$ cat src/rtl/cpu_isa_pkg.sv
// Shared ISA definitions for the fetch/decode slice: op and opext codes,
// flag_type class codes and the fetch FSM state encoding.
// Optional build macro: IFD_ILLEGAL_DETECT_EN (undefined ops flagged illegal).
package cpu_isa_pkg;

  // Major opcode field ir[15:12]
  localparam logic [3:0] OP_RTYPE  = 4'b0000;
  localparam logic [3:0] OP_MEM    = 4'b0100;
  localparam logic [3:0] OP_BRANCH = 4'b1100;

  // Opcode extension field ir[7:4], meaningful for OP_MEM
  localparam logic [3:0] OPEXT_LOAD  = 4'b0000;
  localparam logic [3:0] OPEXT_STORE = 4'b0100;

  // Instruction class codes presented to the control FSM
  localparam logic [3:0] FT_ILLEGAL = 4'b0000;
  localparam logic [3:0] FT_RTYPE   = 4'b0001;
  localparam logic [3:0] FT_IMM     = 4'b0010;
  localparam logic [3:0] FT_LOAD    = 4'b0100;
  localparam logic [3:0] FT_STORE   = 4'b0101;
  localparam logic [3:0] FT_BRANCH  = 4'b1100;
  localparam logic [3:0] FT_JUMP    = 4'b1101;

  // Fetch FSM states
  typedef enum logic [1:0] {
    ST_IDLE  = 2'd0,
    ST_REQ   = 2'd1,
    ST_WAIT  = 2'd2,
    ST_VALID = 2'd3
  } fetch_state_t;

  // Major opcodes that carry an 8-bit immediate in ir[7:0]
  function automatic logic is_imm_op(input logic [3:0] op);
    return op inside {4'b0001, 4'b0101, 4'b1001, 4'b1011, 4'b1101, 4'b1000};
  endfunction

endpackage

$ cat src/rtl/ir_field_decoder.sv
// Purely combinational instruction-word field decoder. Also used by the
// debug display logic, so it carries no state.
// Optional build macro: IFD_ILLEGAL_DETECT_EN adds the illegal output.
module ir_field_decoder
  import cpu_isa_pkg::*;
(
  input  logic [15:0] ir,
  output logic [7:0]  opcode,
  output logic [4:0]  rdst,
  output logic [4:0]  rsrc,
  output logic [7:0]  immediate,
  output logic [3:0]  flag_type
`ifdef IFD_ILLEGAL_DETECT_EN
  ,
  output logic        illegal
`endif
);

  logic [3:0] op;
  logic [3:0] opext;

  assign op        = ir[15:12];
  assign opext     = ir[7:4];
  assign opcode    = {op, opext};
  assign rdst      = {1'b0, ir[11:8]};
  assign rsrc      = {1'b0, ir[3:0]};
  assign immediate = ir[7:0];

  // Classify the instruction from op and opext
  always_comb begin
    // NOTE: every output of a combinational block gets a default first so no
    // path through the case can leave it unassigned and infer a latch.
    flag_type = FT_RTYPE;
`ifdef IFD_ILLEGAL_DETECT_EN
    illegal   = 1'b0;
`endif
    case (op)
      OP_RTYPE:  flag_type = FT_RTYPE;
      OP_MEM: begin
        if (opext == OPEXT_LOAD)       flag_type = FT_LOAD;
        else if (opext == OPEXT_STORE) flag_type = FT_STORE;
        else                           flag_type = FT_JUMP;
      end
      OP_BRANCH: flag_type = FT_BRANCH;
      default: begin
        if (is_imm_op(op)) begin
          flag_type = FT_IMM;
        end else begin
`ifdef IFD_ILLEGAL_DETECT_EN
          flag_type = FT_ILLEGAL;
          illegal   = 1'b1;
`else
          // Undefined ops fall back to R-type when detection is not built in
          flag_type = FT_RTYPE;
`endif
        end
      end
    endcase
  end

endmodule

$ cat src/rtl/ifetch_decode.sv
// Instruction fetch and decode unit. Fetches one 16-bit word at the caller's
// PC, holds it in the instruction register and presents the decoded fields
// under an ir_valid/ir_ack handshake.
// Optional build macro: IFD_ILLEGAL_DETECT_EN (adds illegal_out).
module ifetch_decode
  import cpu_isa_pkg::*;
#(
  parameter int ADDR_W  = 16,
  parameter int MEM_LAT = 1   // legal range 1..7
) (
  input  logic              clk,
  input  logic              reset,
  input  logic [ADDR_W-1:0] pc_in,
  input  logic              fetch_req,
  output logic [ADDR_W-1:0] mem_addr,
  output logic              mem_rd_en,
  input  logic [15:0]       mem_rdata,
  output logic              ir_valid,
  input  logic              ir_ack,
  output logic [7:0]        opcode_out,
  output logic [4:0]        rdst_out,
  output logic [4:0]        rsrc_out,
  output logic [7:0]        immediate_out,
  output logic [3:0]        flag_type_out,
  output logic              busy,
  output logic              overrun
`ifdef IFD_ILLEGAL_DETECT_EN
  ,
  output logic              illegal_out
`endif
);

  // Cycles spent in WAIT after the strobe cycle, minus one
  localparam logic [2:0] LAT_LOAD = 3'(MEM_LAT - 1);

  fetch_state_t      state_q, state_d;
  logic [ADDR_W-1:0] addr_q, addr_d;
  logic [15:0]       ir_q, ir_d;
  logic [2:0]        lat_q, lat_d;
  logic              overrun_q, overrun_d;
  logic              req_ignored;

  // Next-state, address, IR and latency-counter logic
  always_comb begin
    state_d = state_q;
    addr_d  = addr_q;
    ir_d    = ir_q;
    lat_d   = lat_q;
    case (state_q)
      ST_IDLE: begin
        if (fetch_req) begin
          addr_d  = pc_in;
          state_d = ST_REQ;
        end
      end
      ST_REQ: begin
        lat_d   = LAT_LOAD;
        state_d = ST_WAIT;
      end
      ST_WAIT: begin
        if (lat_q == 3'd0) begin
          ir_d    = mem_rdata;
          state_d = ST_VALID;
        end else begin
          lat_d = lat_q - 3'd1;
        end
      end
      ST_VALID: begin
        if (ir_ack) begin
          if (fetch_req) begin
            addr_d  = pc_in;
            state_d = ST_REQ;
          end else begin
            state_d = ST_IDLE;
          end
        end
      end
      default: state_d = ST_IDLE;
    endcase
  end

  // A request the FSM cannot accept is dropped and remembered until reset
  assign req_ignored = fetch_req &&
                       ((state_q == ST_REQ) || (state_q == ST_WAIT) ||
                        ((state_q == ST_VALID) && !ir_ack));
  assign overrun_d   = overrun_q | req_ignored;

  // State and datapath registers with synchronous reset
  always_ff @(posedge clk) begin
    // NOTE: sequential state uses non-blocking assignments so every register
    // samples pre-edge values regardless of block ordering.
    if (reset) begin
      state_q   <= ST_IDLE;
      addr_q    <= '0;
      ir_q      <= '0;
      lat_q     <= '0;
      overrun_q <= 1'b0;
    end else begin
      state_q   <= state_d;
      addr_q    <= addr_d;
      ir_q      <= ir_d;
      lat_q     <= lat_d;
      overrun_q <= overrun_d;
    end
  end

  assign mem_addr  = addr_q;
  assign mem_rd_en = (state_q == ST_REQ);
  assign ir_valid  = (state_q == ST_VALID);
  assign busy      = (state_q == ST_REQ) || (state_q == ST_WAIT);
  assign overrun   = overrun_q;

`ifdef IFD_ILLEGAL_DETECT_EN
  logic dec_illegal;
  assign illegal_out = ir_valid && dec_illegal;
`endif

  ir_field_decoder u_decoder (
    .ir        (ir_q),
    .opcode    (opcode_out),
    .rdst      (rdst_out),
    .rsrc      (rsrc_out),
    .immediate (immediate_out),
    .flag_type (flag_type_out)
`ifdef IFD_ILLEGAL_DETECT_EN
    ,
    .illegal   (dec_illegal)
`endif
  );

endmodule

$ cat config.mk
export PLATFORM = sky130hd
export DESIGN_NAME = ifetch_decode
export DESIGN_NICKNAME = d
export VERILOG_FILES = /design/src/rtl/cpu_isa_pkg.sv /design/src/rtl/ir_field_decoder.sv /design/src/rtl/ifetch_decode.sv
export SDC_FILE = /design/constraint.sdc
export NUM_CORES = 1
export LEC_CHECK = 0
export CAP_MARGIN = 30
export CELL_PAD_IN_SITES_DETAIL_PLACEMENT = 1
export CELL_PAD_IN_SITES_GLOBAL_PLACEMENT = 1
export CORE_ASPECT_RATIO = 1.4
export CORE_MARGIN = 4
export CORE_UTILIZATION = 25
export CTS_BUF_LIST = sky130_fd_sc_hd__clkbuf_8 sky130_fd_sc_hd__clkbuf_16
export DETAILED_ROUTE_END_ITERATION = 16
export PLACE_DENSITY = 0.86
export SETUP_SLACK_MARGIN = 0.15
export SKIP_CTS_REPAIR_TIMING = 1
export SYNTH_ARGS = -nofsm -noshare
export SYNTH_HDL_FRONTEND = slang
export SYNTH_SLANG_ARGS = --single-unit
$ cat constraint.sdc
create_clock -name clk -period 1.71 [get_ports clk]
set_input_delay 0.342 -clock clk [delete_from_list [all_inputs] [get_ports clk]]
set_output_delay 0.342 -clock clk [all_outputs]
set_load 0.01 [all_outputs]
# Word level (Yosys, flattened, before mapping)
# Cells that the tools add are included.
[totals]
reg_bits = 38
output_inout_bits = 50
wordCells = 53
[classes]
addsub = 1
eq_ne = 16
mux = 14
n_bitwise = 1
reduce_logical = 16
[ops]
columns = ["operator", "count"]
rows = [
  ["16-bit 2-to-1 mux", 2],
  ["16-bit case mux with 2 select lines", 1],
  ["4-bit == test, second input constant", 5],
  ["4-bit by 3-bit == test with 1-bit output, second input constant", 3],
  ["4-bit case mux with 3 select lines", 1],
  ["4-bit zero test", 2],
  ["2-bit 2-to-1 mux", 4],
  ["4-bit 2-to-1 mux", 2],
  ["2-bit case mux with 4 select lines", 1],
  ["2-bit != test, second input constant", 3],
  ["3-bit case mux with 2 select lines", 1],
  ["2-bit AND reduction", 3],
  ["6-bit nonzero test", 1],
  ["2-bit == test, second input constant", 2],
  ["4-bit by 1-bit == test with 1-bit output, second input constant", 1],
  ["2-bit nonzero test", 2],
  ["3-bit zero test", 1],
  ["3-bit 2-to-1 mux", 1],
  ["3-bit AND reduction", 1],
  ["3-bit by 1-bit subtractor with 3-bit output, second input constant", 1],
  ["2-bit by 1-bit == test with 1-bit output, second input constant", 1],
  ["1-bit logical AND", 2],
  ["2-bit zero test", 1],
  ["1-bit logical OR", 2],
  ["4 further kinds", 4],
]

# Longest topological paths before layout
# Gate-level depths: netlist of the first run.
[logic_depth]
word_depth = 5
mapped_depth = 8
mapped_depth_nobuf = 6

# Hierarchy
# Synthesis of the first run repeated with hierarchy kept, for this count alone.
[unflattened]
cells_unflattened = 224
area_unflattened_um2 = 1854.3
[by_module_without_submodules]
columns = ["mod", "n_inst", "cells_per_inst", "area_each_um2"]
rows = [
  ["ifetch_decode", 1, 188, 1580.3],
  ["ir_field_decoder", 1, 36, 274.0],
]

# Worst setup path after synthesis of the first run
# No wires, ideal clock.
[synth_timing]
path_kind = "flip-flop to flip-flop"
from = "reg state_q[0]"
to = "reg state_q[0]"
setup_time_ps = 86
arrival_ps = 1522
required_ps = 1624
slack_ps = 102
path_stages_with_launch = 6
n_path_buf = 0
period_less_slack_ps = 1608
cell_sequence = "dfxtp_1 > inv_1 > ha_1 > nor2b_4 > or4_4 > a221oi_2"
[synth_between]
elab_chain_len = 3
elab_cells_between_ends = 9
[synth_rtl]
columns = ["element", "line_no", "rtl"]
rows = [
  ["start, declared", "ifetch_decode.sv:36", "fetch_state_t state_q, state_d;"],
  ["start signal, assigned", "ifetch_decode.sv:99", "state_q <= state_d;"],
  ["2-bit == test or 2-bit zero test (tied branches)", "ifetch_decode.sv:49", "case (state_q)"],
  ["2-bit != test (no source line) or 2-bit by 1-bit != test with 1-bit output (tied branches)", "n/a", ""],
  ["3-bit AND reduction (no source line)", "n/a", ""],
]
# Parallel ways exist; a longest one is shown, timed or not.
# A chain may end at the register's enable or synchronous reset.

# Worst setup path in the final report of the first run
# Same ends and word-level chain as after synthesis.

==> results.cfg, run 1 <==
[status]
outcome = completed

[critical_path]
critPathKind = flip-flop to flip-flop
r2r_slack_ns = 0.12
arrival_ns = 1.77
rr_worst_depth = 5
timing.rr.end = state_q[0]
cp-end-kind = flip-flop
critical_path.max_fanout = 5
start_kind = flip-flop
regToRegStartpoint = state_q[0]
cp.required_ns = 1.90

[power_and_ir_drop]
power_per_cell_area_nw_per_um2 = 1300
total_power_w = 0.00393
peakVddDrop_mv = 0.665
leakagePower_nw = 1.65

[finish]
area_growth_pct = 75.5
fin_cells = 393
ff_latch_area_um2 = 782
antenna_cells = 0
nFillCells = 776
drive_gt1_share_pct = 21.3
multi_input_area_um2 = 863
stdcell_area_um2 = 3020
final_nets = 343

[yosys]
yosys-top-cells-area = dfxtp_1 44%, a21oi_1 11%, nand2_1 7.4%
synth_edf_count = 0
synth_warnings = 0
synth-async-reset-ratio_pct = 0
synth_ff_type = dfxtp_1
synth_commonest_cells = 38 x dfxtp_1, 37 x a21oi_1, 34 x nand2_1
syn_area_um2 = 1720
yosys.area.top_type_share_pct = 44.3
ys_seq_area_share_pct = 44.3
synthCells = 210
avgSynthCellArea_um2 = 8.18
synth_area_leader_cell = dfxtp_1
yosys.cell_types.count = 33
yosysMostFrequentCell = dfxtp_1
ys_ff_latch = 38

[route]
totalWireLength_mm = 5.52
drtAntennaViolNets = 0
via_per_inst = 4.47
drcViolationCount = 0
wl_per_cell_um = 14.1
drt-pass1-iter-count = 4
via_count = 1755
drt_iter0_drc = 44

[hold_path]
hp-start = overrun
min_path_type = flip-flop to flip-flop
min_path_cells = 2
hold_path_end = overrun

[floorplanning]
rows = 35
initial_core_util_pct = 25.8
pin_count = 86
die_y_um = 106
die_x_um = 78.1
dieArea_um2 = 8280
core_area_um2 = 6660

[sta]
drv_slew = 0
fmax_mhz = 631
rsz0062_at_grt = true
hold_viol = 0
finalWorstSetupSlack_ns = 0.124
fin_crit_sh_pct = 92.7
finClkSkew_ns = 0.00650
finalSetupViolations = 0
period_minus_slack_ns = 1.59

[clocking]
cts_buffer_depth = 2
root_buffer = clkbuf_8
worstSkewPairLatency_ns = 0.29
cts_made_buffers = 5
clkTransAtPathRegs_ns = 0.07
cts_sinks = 38
cts_max_level = 2
cts_tree = yes

[global_route]
grt_pass1_vias = 1925
grt_start_max_net_pins = 38
antenna_found_initial = 0
grt_util_all_layers_pct = 13.2
grt_pass1_wl_mm = 8.80
overflow = 0

[placement]
dpl.hpwl_mm = 4.09
dp_cells = 380
dpl-instance-area_um2 = 2690
gp_congestion = 0.754
io_buffers = 83
place_ws_ns = -0.0618

[job]
cap_violations = 0
## power by group
part | internal, W | switching, W | total [W]
combinational | 0.00108 | 0.000976 | 0.00205
clock | 0.000324 | 0.000312 | 0.000636
sequential | 0.00110 | 0.000146 | 0.00124
total | 0.00250 | 0.00143 | 0.00393
## state kept, by name, summed over array words and instances (netlist names)
signal / flops
lat_q: 3
state_q: 2
ir_q: 16
overrun: 1
mem_addr: 16
## per-layer routing
metal  up-vias  track usage, %  routed length (um)
li1        876               -                   -
met3         6            4.15                 370
met4         0            3.75                  64
met1       814            13.4                2050
met2        59            25.3                3040
met5         -               0                   0
## cells by family (layout without fill, tap and decap cells)
group           after synthesis  in the layout  synth area share [%]
compound gates               64             64                  20.0
buf+inv                      33            123                  10.4
fa+ha+maj                     8              8                  5.68
simple gates                 64             64                  18.0
mux                           2              2                  1.46
other cells                   1              2                 0.218
flops                        38             38                  44.3
## area by class of cell
cell class / count / area share, %
Tap cell: 92 / 3.82
Clock buffer: 6 / 2.74
Inverter: 11 / 1.83
Timing Repair Buffer: 104 / 36.6
Multi-Input combinational cell: 140 / 28.6
Clock inverter: 2 / 0.415
Sequential cell: 38 / 25.9
## worst max path at each step
| stage | from | to | cells after the start | slack, ns |
|---|---|---|---|---|
| 3_5_place_dp | fetch_req | mem_addr[9] | 5 | -0.06 |
| 6_report | state_q[0] | state_q[0] | 5 | 0.12 |
| 2_1_floorplan | lat_q[0] | state_q[0] | 6 | 0.15 |
| 3_3_place_gp | fetch_req | state_q[0] | 4 | -0.00007 |
| 4_1_cts | state_q[1] | busy | 3 | -0.32 |
| 5_1_grt | ir_q[4] | flag_type_out[0] | 4 | 0.05 |
## critical path, stage by stage, from the launching register on
cell and delay, ns:
dfxtp_4 0.40, inv_8 0.05, ha_4 0.15, nor2b_4 0.12, or4_4 0.51, a221oi_2 0.25
## per-stage QoR
step	hold slack [ns]	utilization, %	TNS (ns)
floorplan	0.455	-	0
global placement	0.442	40.5	-0.0000727
detailed placement	0.445	40.5	-0.449
CTS	0.455	41.9	-1.58
global route	0.486	45.3	0
finish	0.454	45.3	0
## cells in the final DEF (no fill, tap or decap), types with 2 or more instances in the layout
| cell type | n |
|---|---|
| dfxtp_4 | 4 |
| clkdlybuf4s50_1 | 44 |
| buf_12 | 3 |
| conb_1 | 2 |
| nor2b_4 | 2 |
| nand2b_1 | 2 |
| clkbuf_8 | 6 |
| nand3_1 | 16 |
| inv_1 | 5 |
| nand2_1 | 34 |
| inv_2 | 3 |
| buf_2 | 3 |
| ha_4 | 5 |
| clkinvlp_4 | 2 |
| dfxtp_1 | 29 |
| nor2_1 | 2 |
| dfxtp_2 | 5 |
| o21ai_0 | 3 |
| a21oi_1 | 36 |
| dlymetal6s2s_1 | 36 |
| buf_4 | 17 |
| o21ai_1 | 18 |
(Power assumes the default switching activity.)
==> run 2, diff against run 1 <==
- HOLD_SLACK_MARGIN: unset -> 0.15
==> results of run 2 <==
Final layout, timing and power as in run 1 (identical DEF).
